<file path="config.mk">
export PLATFORM = sky130hd
export DESIGN_NAME = clipped_box_drawer
export DESIGN_NICKNAME = d
export VERILOG_FILES = /design/src/rtl/clipped_box_drawer.sv
export SDC_FILE = /design/constraint.sdc
export NUM_CORES = 1
export LEC_CHECK = 0
export CORE_AREA = 4 4 96 165
export CTS_CLUSTER_SIZE = 16
export DETAILED_ROUTE_END_ITERATION = 16
export DIE_AREA = 0 0 100 169
export DONT_BUFFER_PORTS = 1
export SYNTH_ARGS = -nofsm -noshare
export SYNTH_HDL_FRONTEND = slang
export SYNTH_SLANG_ARGS = --single-unit
</file>
<file path="constraint.sdc">
create_clock -name clock -period 4.67 [get_ports clock]
set_clock_uncertainty 0.05 [all_clocks]
set_input_delay 0.2335 -clock clock [delete_from_list [all_inputs] [get_ports clock]]
set_output_delay 0.2335 -clock clock [all_outputs]
set_load 0.02 [all_outputs]
</file>
<file path="src/rtl/clipped_box_drawer.sv">
// clipped_box_drawer
// Accepts one rectangle command over a valid/ready handshake and rasterises it
// row-major into single-pixel plot requests. Boxes are clipped to the screen.
// Fill mode plots every position. Outline mode plots only the 1-pixel border
// of the unclipped box. Pixel output honours downstream backpressure, and done
// pulses for one cycle when a command completes.
//
// Ports:
//   clock, reset      rising-edge clock, asynchronous active-high reset
//   s_valid/s_ready   command handshake (s_ready high while idle)
//   in_box_x/y/w/h    top-left corner and size of the box
//   in_box_color      box colour
//   in_mode           0 = fill, 1 = outline
//   pix_ready         downstream accepts the presented pixel
//   plot              pixel valid
//   vga_x/vga_y       pixel coordinates
//   colour            pixel colour
//   done              one-cycle completion pulse
module clipped_box_drawer #(
  parameter int COORD_W       = 9,
  parameter int COLOR_W       = 3,
  parameter int SCREEN_WIDTH  = 320,
  parameter int SCREEN_HEIGHT = 240
) (
  input  logic               clock,
  input  logic               reset,
  input  logic               s_valid,
  output logic               s_ready,
  input  logic [COORD_W-1:0] in_box_x,
  input  logic [COORD_W-1:0] in_box_y,
  input  logic [COORD_W-1:0] in_box_w,
  input  logic [COORD_W-1:0] in_box_h,
  input  logic [COLOR_W-1:0] in_box_color,
  input  logic               in_mode,
  input  logic               pix_ready,
  output logic               plot,
  output logic [COORD_W-1:0] vga_x,
  output logic [COORD_W-1:0] vga_y,
  output logic [COLOR_W-1:0] colour,
  output logic               done
);

  // One extra bit so that x+w and y+h can never wrap.
  localparam int EW = COORD_W + 1;
  localparam logic [EW-1:0] SCR_W = EW'(SCREEN_WIDTH);
  localparam logic [EW-1:0] SCR_H = EW'(SCREEN_HEIGHT);

  typedef enum logic [1:0] {IDLE, CLIP, DRAW, DONE} state_t;

  state_t             r_state;
  state_t             w_stateNext;
  logic [COORD_W-1:0] r_x, r_y, r_w, r_h;
  logic [COLOR_W-1:0] r_color;
  logic               r_mode;
  logic [EW-1:0]      r_xEnd, r_yEnd;
  logic [COORD_W-1:0] r_iterX, r_iterY;

  logic [EW-1:0]      w_xSum, w_ySum, w_xClip, w_yClip;
  logic [EW-1:0]      w_iterXNext, w_iterYNext;
  logic               w_reject, w_lastCol, w_lastRow, w_border;
  logic               w_plot, w_advance, w_ready, w_done;

  assign w_xSum  = {1'b0, r_x} + {1'b0, r_w};
  assign w_ySum  = {1'b0, r_y} + {1'b0, r_h};
  assign w_xClip = (w_xSum > SCR_W) ? SCR_W : w_xSum;
  assign w_yClip = (w_ySum > SCR_H) ? SCR_H : w_ySum;

  assign w_reject = (r_w == '0) || (r_h == '0) ||
                    ({1'b0, r_x} >= SCR_W) || ({1'b0, r_y} >= SCR_H);

  // "iter+1" compared against an exclusive end avoids subtracting 1 from a
  // possibly zero bound.
  assign w_iterXNext = {1'b0, r_iterX} + EW'(1);
  assign w_iterYNext = {1'b0, r_iterY} + EW'(1);
  assign w_lastCol   = (w_iterXNext == r_xEnd);
  assign w_lastRow   = (w_iterYNext == r_yEnd);

  // Border of the unclipped box, so clipped edges are not drawn as outline.
  assign w_border = (r_iterX == r_x) || (w_iterXNext == w_xSum) ||
                    (r_iterY == r_y) || (w_iterYNext == w_ySum);

  // State register.
  always_ff @(posedge clock or posedge reset) begin
    if (reset) r_state <= IDLE;
    else       r_state <= w_stateNext;
  end

  // Next-state and output decode. Plotted pixels wait for pix_ready, and
  // blank outline interior positions move on immediately.
  always_comb begin
    w_stateNext = r_state;
    w_ready     = 1'b0;
    w_plot      = 1'b0;
    w_done      = 1'b0;
    w_advance   = 1'b0;
    case (r_state)
      IDLE: begin
        w_ready = 1'b1;
        if (s_valid) w_stateNext = CLIP;
      end
      CLIP: begin
        w_stateNext = w_reject ? DONE : DRAW;
      end
      DRAW: begin
        w_plot    = !r_mode || w_border;
        w_advance = !w_plot || pix_ready;
        if (w_advance && w_lastCol && w_lastRow) w_stateNext = DONE;
      end
      DONE: begin
        w_done      = 1'b1;
        w_stateNext = IDLE;
      end
      default: w_stateNext = IDLE;
    endcase
  end

  // Command latch, clip bounds and the row-major iterator.
  always_ff @(posedge clock or posedge reset) begin
    if (reset) begin
      r_x     <= '0;
      r_y     <= '0;
      r_w     <= '0;
      r_h     <= '0;
      r_color <= '0;
      r_mode  <= 1'b0;
      r_xEnd  <= '0;
      r_yEnd  <= '0;
      r_iterX <= '0;
      r_iterY <= '0;
    end else begin
      if (r_state == IDLE && s_valid) begin
        r_x     <= in_box_x;
        r_y     <= in_box_y;
        r_w     <= in_box_w;
        r_h     <= in_box_h;
        r_color <= in_box_color;
        r_mode  <= in_mode;
      end
      if (r_state == CLIP) begin
        r_xEnd  <= w_xClip;
        r_yEnd  <= w_yClip;
        r_iterX <= r_x;
        r_iterY <= r_y;
      end
      // On the final position the iterator is left alone so the last pixel
      // stays visible on the bus.
      if (r_state == DRAW && w_advance && !(w_lastCol && w_lastRow)) begin
        if (w_lastCol) begin
          r_iterX <= r_x;
          r_iterY <= r_iterY + 1'b1;
        end else begin
          r_iterX <= r_iterX + 1'b1;
        end
      end
    end
  end

  assign s_ready = w_ready;
  assign plot    = w_plot;
  assign done    = w_done;
  assign vga_x   = r_iterX;
  assign vga_y   = r_iterY;
  assign colour  = r_color;

endmodule

</file>
==> out/qor.yml <==
synth_area_mm2: 0.005685
global_route.overflow_total: 0
cts_buffers: 9
critical_path.startpoint_type: "flop"
fp.dieArea_mm2: 0.01690
crit_chain: "ha_1 -> nand3_1 -> xor2_1 -> o2111ai_1 -> a2111oi_0 -> nand4_1 -> o41a_1 -> and4_1 -> nor2_4 -> a222oi_1"
port-buffer-count: 0
row_count: 58
rsz0062_at_grt: "no"
h-tree-depth: 3
synthArstFlopShare: 1.000
post_cts.resized_instances: 0
critical_path_required_ns: 4.77
gpl.final_weighted_congestion: 0.9567
detailedRoute.firstIterationViolations: 250
final_nets: 667
clk-insertion-delay-late_ns: 0.33
critPathKind: "flop to flop"
grt_start_max_net_pins: 52
yosys_warnings: 0
layout_min_cycle_time_ns: 4.123
synthMostInstantiatedCell: "sky130_fd_sc_hd__dfrtp_1"
detailed_place_hpwl_um: 11880
core_region_area_mm2: 0.01444
synth_ff_type: "sky130_fd_sc_hd__dfrtp_1"
yosysUniqueCellTypes: 79
period_share: 0.8828
crit_path_max_incr_delay_ns: 0.69
cts_tree: "yes"
max_clock_freq_ghz: 0.2426
library_cell_contributing_the_largest_single_delay_on_the_critical_path: "sky130_fd_sc_hd__dfrtp_1"
cts_root_buf: "sky130_fd_sc_hd__clkbuf_16"
first_pass_grt_wire_length_um: 24920
synth_cells: 570
ant_nets: 0
yosys-top-cells-count: "80 x sky130_fd_sc_hd__dfrtp_1, 40 x sky130_fd_sc_hd__mux2_2, 38 x sky130_fd_sc_hd__xor2_1, 32 x sky130_fd_sc_hd__inv_1, 31 x sky130_fd_sc_hd__xnor2_1"
synth.net_count: 640
grt_usage: 0.1861
fp.dieH_um: 169
ctsLongestPathBuffers: 2
via_per_inst: 5.895
avgRoutedWirePerCell_um: 19.81
timing.max_slew.rel_slack: 0.3752
cts.reportedPaths.clkPinSlew_ns: 0.06
synthDominantAreaCellType: "sky130_fd_sc_hd__dfrtp_1"
floorplan.initialDensity: 0.3937
synth_area_per_cell_um2: 9.974
fillerInstances: 1322
grt_antenna_before_repair: 1
maxCapViolCount: 0
hold_viol_final: 0
tns_ns: 0
yosysTopAreaCellShare: 0.3521
number_of_global_route_vias_before_repair: 4908
postCtsHoldBufs: 33
detailroute.via_count: 4610
num_io_pins: 68
worstPathMaxFanout: 11
area_growth_syn_to_layout_pct: 14.26
die_width_um: 100
placement.setup.worst_slack_ns: 0.6144
cts_sinks: 80
drc: 0
antenna-diode-count: 0
post_route_worst_setup_slack_ns: 0.5474
outcome: "completed"
initial_drt_pass_iterations: 4
drive_above_1_share: 0.1445
yosys-top-cells-area: "sky130_fd_sc_hd__dfrtp_1 35%, sky130_fd_sc_hd__mux2_2 7.9%, sky130_fd_sc_hd__xor2_1 5.9%, sky130_fd_sc_hd__ha_1 5.3%, sky130_fd_sc_hd__xnor2_1 4.8%"
final.hold.worst_slack_ns: 0.01110
drt-total-wl_um: 15490
setup_viol_count_final: 0
yosys_register_bits: 80
worstSetupEndpointType: "flop"
slew_at_the_pin_closest_to_its_max_slew_limit_ns: 0.9339
synth_edf_count: 0
post-cts-setup-buffers: 0
hold_class: "input pin to flop"
slew_violations: 0
ys_seq_area_frac: 0.3521
critPathArrivalTime_ns: 4.23
[worst paths after layout]
check                             from         to  slack (ns)  cells past startpoint
setup reg to reg              vga_x[1]   vga_x[5]        0.55                     10
setup / recovery              vga_x[1]   vga_x[5]        0.55                     10
min in group asynchronous        reset     r_x[2]        0.33                      2
hold reg to reg              r_yEnd[0]  r_yEnd[0]        0.47                      1
max in group asynchronous        reset   vga_y[2]        3.20                      3
hold / removal             in_box_h[0]     r_h[0]        0.01                      1
[final cells by class]
class                   count  area, um^2  share of cell area
repair buffers             42       405.4             0.06240
well taps                 180       225.2             0.03467
inverters                  33       125.1             0.01926
multi-input cells         431        3431              0.5281
flip-flops and latches     80        2002              0.3082
clock buffers              11       252.7             0.03891
clock inverters             5       55.05            0.008475
[sequential cells by signal, summed over array words and instances (netlist names)]
name     flops
r_mode       1
r_yEnd      10
r_x          9
r_w          9
vga_x        9
r_state      2
vga_y        9
r_y          9
r_xEnd      10
r_h          9
colour       3
[layer usage]
layer / share of wire / global-route usage / up-vias / wire length [um]
met5: 0.0013 / 0 / - / 20
met4: 0.061 / 0.1167 / 2 / 942
met3: 0.048 / 0.04907 / 64 / 744
met2: 0.50 / 0.3164 / 140 / 7791
met1: 0.39 / 0.2024 / 2246 / 5992
li1: - / - / 2158 / -
[cell families (layout without fill, tap and decap cells)]
group / Yosys count / count (layout) / synth area share
XOR/XNOR: 71 / 71 / 0.1144
multiplexers: 50 / 50 / 0.09683
buffers and inverters: 59 / 91 / 0.04489
AO/OA/AOI/OAI: 130 / 130 / 0.1844
adder cells (fa/ha/maj): 26 / 26 / 0.05986
AND/OR/NAND/NOR: 154 / 154 / 0.1475
flip-flops: 80 / 80 / 0.3521
[layout by cell type, fill, tap and decap left out, drive strengths merged, types with 4 or more instances in the layout]
cell type and instances:
nor2b 10, o211ai 6, mux2 40, o211a 5, ha 24, nand2b 6, clkbuf 11, a221oi 6
nand4 5, xnor2 31, dlygate4sd3 36, nor2 28, nor3 22, a2111oi 5, o22a 5, a21oi 19
xor2 38, o21a 4, a21o 4, dfrtp 80, mux2i 10, nor3b 4, a211oi 12, and2 5
o2bb2ai 14, nand2 18, and3 8, a31oi 6, nand3 23, inv 32, o2111ai 4, buf 6
o21ai 16, nor4 10
[critical path, delay by kind of cell, from the launching register on]
kind | cells | cell delay, ns
and+or+nand+nor | 4 | 1.00
AOI/OAI and AO/OA | 4 | 1.26
DFF | 1 | 0.69
xor gates and xnor gates | 1 | 0.48
adders and majority gates | 1 | 0.44
[stage by stage]
stage	cells	util	instance area, um^2
6_report	782	0.4498	6496
5_1_grt	782	0.4498	6496
4_1_cts	779	0.4478	6466
3_5_place_dp	730	0.4036	5828
3_3_place_gp	730	0.4036	5828
2_1_floorplan	570	-	5685
Power is not shown: default switching activity piles up to over one toggle a cycle in this logic, so the estimate is an artifact.
